$ cat src/rtl/c17_rr_sched.sv
// Round-robin scheduler feeding one shared c17 stage with 2-credit result buffer.
// Optional perf counters: define C17_SCHED_PERF_EN.
module c17_rr_sched #(
  parameter int NREQ = 4,
  parameter int IDW  = 2
) (
  input  logic              clock,
  input  logic              reset_n,
  input  logic [NREQ-1:0]   req_valid,
  output logic [NREQ-1:0]   req_ready,
  input  logic [5*NREQ-1:0] req_data,
  input  logic              flush,
  output logic              c17_1,
  output logic              c17_2,
  output logic              c17_3,
  output logic              c17_6,
  output logic              c17_7,
  input  logic              c17_22,
  input  logic              c17_23,
  output logic              rsp_valid,
  input  logic              rsp_ready,
  output logic [IDW-1:0]    rsp_id,
  output logic [1:0]        rsp_data
`ifdef C17_SCHED_PERF_EN
  ,
  output logic [15:0]       perf_issued,
  output logic [15:0]       perf_stall
`endif
);

  typedef enum logic [1:0] {
    ST_RUN,
    ST_HOLD,
    ST_FLUSH
  } state_t;

  state_t r_state;
  state_t w_state_nxt;

  logic           r_s1_v;
  logic           r_s1_b7;
  logic [IDW-1:0] r_s1_id;
  logic [IDW-1:0] r_ptr;
  logic [1:0]     r_cnt;
  logic [IDW-1:0] r_h_id;
  logic [1:0]     r_h_d;
  logic [IDW-1:0] r_t_id;
  logic [1:0]     r_t_d;

  logic           w_pop;
  logic           w_push;
  logic [1:0]     w_occ;
  logic [1:0]     w_load;
  logic           w_can;
  logic           w_hit;
  logic [IDW-1:0] w_gid;
  logic           w_issue;
  logic [4:0]     w_slice;
  logic [1:0]     w_cnt_nxt;
  logic [1:0]     w_res;
  int             w_j;

  assign w_pop  = (r_cnt != 2'd0) & rsp_ready & ~flush;
  assign w_push = r_s1_v & ~flush;
  assign w_occ  = {1'b0, r_s1_v} + r_cnt;
  assign w_load = w_occ - {1'b0, w_pop};
  // A pop in this cycle hands its credit straight to a new issue.
  assign w_can  = reset_n & ~flush
                & (r_state != ST_FLUSH)
                & (w_load <= 2'd1);

  always_comb begin
    w_hit = 1'b0;
    w_gid = '0;
    w_j   = 0;
    for (int i = 0; i < NREQ; i++) begin
      w_j = int'(r_ptr) + i;
      if (w_j >= NREQ) w_j = w_j - NREQ;
      if (!w_hit && req_valid[w_j]) begin
        w_hit = 1'b1;
        w_gid = IDW'(w_j);
      end
    end
  end

  assign w_issue = w_can & w_hit;
  assign w_slice = req_data[5*int'(w_gid) +: 5];
  assign w_res   = {c17_23, c17_22};

  assign req_ready = w_issue ? (NREQ'(1) << w_gid) : '0;
  assign c17_1     = w_issue & w_slice[0];
  assign c17_2     = w_issue & w_slice[1];
  assign c17_3     = w_issue & w_slice[2];
  assign c17_6     = w_issue & w_slice[3];
  assign c17_7     = r_s1_b7;
  assign rsp_valid = (r_cnt != 2'd0);
  assign rsp_id    = r_h_id;
  assign rsp_data  = r_h_d;

  always_comb begin
    w_cnt_nxt = r_cnt;
    if (flush) begin
      w_cnt_nxt = 2'd0;
    end else begin
      w_cnt_nxt = r_cnt + {1'b0, w_push}
                - {1'b0, w_pop};
    end
  end

  always_comb begin
    w_state_nxt = ST_RUN;
    unique case (1'b1)
      flush: w_state_nxt = ST_FLUSH;
      ((w_cnt_nxt + {1'b0, w_issue}) == 2'd2):
        w_state_nxt = ST_HOLD;
      default: w_state_nxt = ST_RUN;
    endcase
  end

  always_ff @(posedge clock or negedge reset_n) begin
    if (!reset_n) begin
      r_state <= ST_RUN;
      r_s1_v  <= 1'b0;
      r_s1_b7 <= 1'b0;
      r_s1_id <= '0;
      r_ptr   <= '0;
      r_cnt   <= 2'd0;
      r_h_id  <= '0;
      r_h_d   <= 2'd0;
      r_t_id  <= '0;
      r_t_d   <= 2'd0;
    end else begin
      r_state <= w_state_nxt;
      r_s1_v  <= w_issue;
      r_s1_b7 <= w_issue & w_slice[4];
      if (w_issue) begin
        r_s1_id <= w_gid;
        r_ptr   <= (w_gid == IDW'(NREQ-1))
                 ? '0 : w_gid + 1'b1;
      end
      r_cnt <= w_cnt_nxt;
      if (w_pop) begin
        r_h_id <= r_t_id;
        r_h_d  <= r_t_d;
      end
      // Head slot takes the push when empty or when it is draining.
      if (w_push) begin
        if (r_cnt == 2'd0 ||
            (r_cnt == 2'd1 && w_pop)) begin
          r_h_id <= r_s1_id;
          r_h_d  <= w_res;
        end else begin
          r_t_id <= r_s1_id;
          r_t_d  <= w_res;
        end
      end
    end
  end

`ifdef C17_SCHED_PERF_EN
  logic [15:0] r_perf_iss;
  logic [15:0] r_perf_stl;
  logic        w_stall;

  assign w_stall     = (|req_valid) & ~w_can;
  assign perf_issued = r_perf_iss;
  assign perf_stall  = r_perf_stl;

  always_ff @(posedge clock or negedge reset_n) begin
    if (!reset_n) begin
      r_perf_iss <= 16'd0;
      r_perf_stl <= 16'd0;
    end else begin
      if (w_issue && r_perf_iss != 16'hFFFF)
        r_perf_iss <= r_perf_iss + 16'd1;
      if (w_stall && r_perf_stl != 16'hFFFF)
        r_perf_stl <= r_perf_stl + 16'd1;
    end
  end
`endif

endmodule

$ cat config.mk
export PLATFORM = sky130hd
export DESIGN_NAME = c17_rr_sched
export DESIGN_NICKNAME = d
export VERILOG_FILES = /design/src/rtl/c17_rr_sched.sv
export SDC_FILE = /design/constraint.sdc
export NUM_CORES = 1
export LEC_CHECK = 0
export CORE_MARGIN = 3
export CORE_UTILIZATION = 35
export DETAILED_ROUTE_END_ITERATION = 10
export PLACE_DENSITY = 0.71
export REMOVE_ABC_BUFFERS = 1
export SLEW_MARGIN = 40
export SYNTH_ARGS = -nofsm -noshare
export SYNTH_HDL_FRONTEND = slang
export SYNTH_SLANG_ARGS = --single-unit
$ cat constraint.sdc
create_clock -name clock -period 3.04 [get_ports clock]
set_input_delay 0.304 -clock clock [delete_from_list [all_inputs] [get_ports clock]]
set_output_delay 0.304 -clock clock [all_outputs]
set_load 0.02 [all_outputs]
==> key figures <==
STA
  • F_max: roughly 350 MHz
  • Max Transition Viols Final: 0
  • Finish-stage setup viols: 0
  • Clk_skew: around 0.013 ns
  • Final hold violations: 0
  • Setup TNS: 0 ns
  • Worst slew pin tran: 0.419 ns
  • Final critical-path required period: 2.82 ns
  • Final Cycle Share: 0.929
  • RSZ-0062 raised after global routing: no
  • Hold Slack: between 0.3 and 0.4 ns
  • Slew HR: 0.720

CTS
  • CTS root buf: clkbuf_4
  • CTS Buf Count: 3
  • CTS tree: built
  • Setup Buffers After CTS: 0
  • Hold-fix buffers at CTS: 0
  • Post-CTS sizing: 0
  • Clk sink count: 18
  • Clock Path Buffers: 2
  • Clk pin slew, worst setup/hold paths: 0.12 ns
  • Max H-tree Level: 1
  • Worst-skew pair later-pin latency: 0.31 ns

Power
  • Lkg Pwr: 0.766 nW
  • Cell Pwr Density: 508 nW/um^2
  • VDD IR max: 0.173 mV
  • Sw frac: 0.342
  • Logic pwr share: 0.433
  • Psw: 0.293 mW
  • Reg power frac: 0.387
  • Clock power share: 0.180
  • Power Internal: 0.562 mW

Layout
  • Multi-input combinational cell area: 654 um^2
  • Final instance area: between 1500 and 2000 um^2
  • Nets: 201
  • # fillers: 298
  • Layout cells sized above 1: 0.0982
  • N_diodes: 0
  • Sequential Area: 450 um^2
  • Synth-to-layout area growth: 44.3%

Floorplan
  • CORE AREA: 3130 um^2
  • Num rows: 20
  • Starting Density: 0.373
  • Die height: 63.7 um
  • Die Wd: 63.7 um
  • Die ar.: roughly 4100 um^2
  • IO Pins: 44

Yosys
  • Mapped Area: between 1000 and 1500 um^2
  • Area contributors post-synth: dfrtp_1 (39%), mux2i_1 (12%), ha_1 (7.5%)
  • Syn avg cell area: 10.1 um^2
  • Ys Warns: 0
  • Count leader, synth: dfrtp_1
  • Ys async rst share: 1.00
  • EDFF count, synth: 0
  • Yosys cell types: 36
  • Most common library cells after synthesis: dfrtp_1 (18), mux2i_1 (14), nand2_1 (10)
  • Yosys reg bits: 18
  • Post-synth top area cell: dfrtp_1
  • Area share of the largest cell type after synthesis: 0.386
  • Post-synthesis sequential area ratio: 0.386
  • Predominant post-synthesis flop cell: dfrtp_1
  • Post-Synthesis Cells: between 100 and 150

Route
  • WL final: 2.59 mm
  • Remaining routing DRC violations: 0
  • Vias/cell: 4.81
  • ANT nets after route: 0
  • TritonRoute pass-1 iters: 4
  • Iter 0 DRT Violations: 29
  • Wire length per cell: approximately 13 um
  • Vias: between 900 and 1000

Flow run
  • Number of max-cap violations: 0

GRT
  • Largest net degree at the start of global routing: 19
  • Gr ovfl total: 0
  • Vias in the first global route: 1056
  • Global Route Usage Sum: 0.141
  • Initial antenna violation count: 0
  • Global-route wire length before repair: 4.57 mm

Setup path
  • Critical path fanouts, max: 6
  • Crit Path Category: in2out
  • Critical Path Start Type: primary input
  • Flop2flop setup slack: roughly 0.9 ns
  • Worst reg2reg path depth: 10
  • Data required, critical path: 2.74 ns
  • Worst Path Arrival: 2.52 ns
  • Crit path capture type: primary output

Placed design
  • Post-DP HPWL: 2.07 mm
  • IO buf count: 43
  • Routability cong.: 0.727
  • Post-DP Area: 1650 um^2

Worst hold path
  • HP Class: in2async

Run status
  • Outcome: finished clean
## per-stage QoR
stage          power [mW]  utilization  setup WS [ns]  std cells
6_report            0.855        0.538          0.217        207
5_1_grt             0.921        0.538         0.0550        207
4_1_cts             0.869        0.538          0.203        207
3_5_place_dp        0.711        0.526          0.219        203
3_3_place_gp        0.702        0.526          0.229        203
2_1_floorplan       0.554            -          0.866        112
## cell families (layout without fill, tap and decap cells)
family          count (synthesis)  count (layout)  synth area share
simple gates                   39              39             0.189
compound gates                 22              22             0.135
flops                          18              18             0.386
mux                            16              16             0.139
buf+inv                        11              58            0.0526
fa+ha+maj                       7               7            0.0751
xor+xnor                        3               3            0.0225
## flip-flops by register name, indices dropped and copies added (netlist names)
| register | flops |
|---|---|
| rsp_data | 2 |
| r_t_d | 2 |
| rsp_id | 2 |
| r_t_id | 2 |
| r_s1_v | 1 |
| c17_7 | 1 |
| r_ptr | 2 |
| r_cnt | 2 |
| r_s1_id | 2 |
| r_state | 2 |
## cell type report
cell class,instances,area share
Timing Repair Buffer,47,0.274
Multi-Input combinational cell,87,0.389
Clock buffer,4,0.0216
Tap cell,44,0.0327
Sequential cell,18,0.268
Inverter,7,0.0156
## cells in the final DEF, fill, tap and decap left out, drive strengths merged, types with 2 or more instances in the layout
cell type / count
clkdlybuf4s50: 43
dfrtp: 18
mux2i: 14
nand2: 10
nor2: 8
o21ai: 8
inv: 7
ha: 7
and2: 5
o22ai: 5
nor2b: 4
buf: 4
clkbuf: 4
a21oi: 3
nand2b: 3
xnor2: 2
mux2: 2
## critical path, cell delays in order
cell and delay, ns:
clkdlybuf4s50_1 0.59, nor4_1 0.10, nor4b_1 0.24, and4b_1 0.31
nand2_1 0.15, o22ai_1 0.19, clkdlybuf4s50_1 0.63
## path summary, 6_finish.rpt
check | startpoint | to
worst max register to register | r_cnt[1] | r_state[0]
worst min-delay path | reset_n | r_state[1]
worst max-delay path | req_valid[3] | c17_3
max in group asynchronous | reset_n | r_t_d[0]
worst min register to register | r_s1_id[0] | rsp_id[0]
min in group clock | r_s1_id[0] | rsp_id[0]
## layer usage
layer	up-vias	wire, um	global-route usage
met5	-	0	0
met4	0	29	0.0431
met3	4	282	0.0588
met2	42	1190	0.244
met1	451	1100	0.156
li1	499	-	-
## power groups by stage
stage	Sequential (mW)	Clock [mW]	Combinational [mW]
3_3_place_gp	0.335	0	0.368
4_1_cts	0.331	0.161	0.377
6_report	0.331	0.154	0.370
3_5_place_dp	0.336	0	0.375
5_1_grt	0.341	0.170	0.410
2_1_floorplan	0.352	0	0.202
Note: power is estimated with default switching activity, not from simulation.
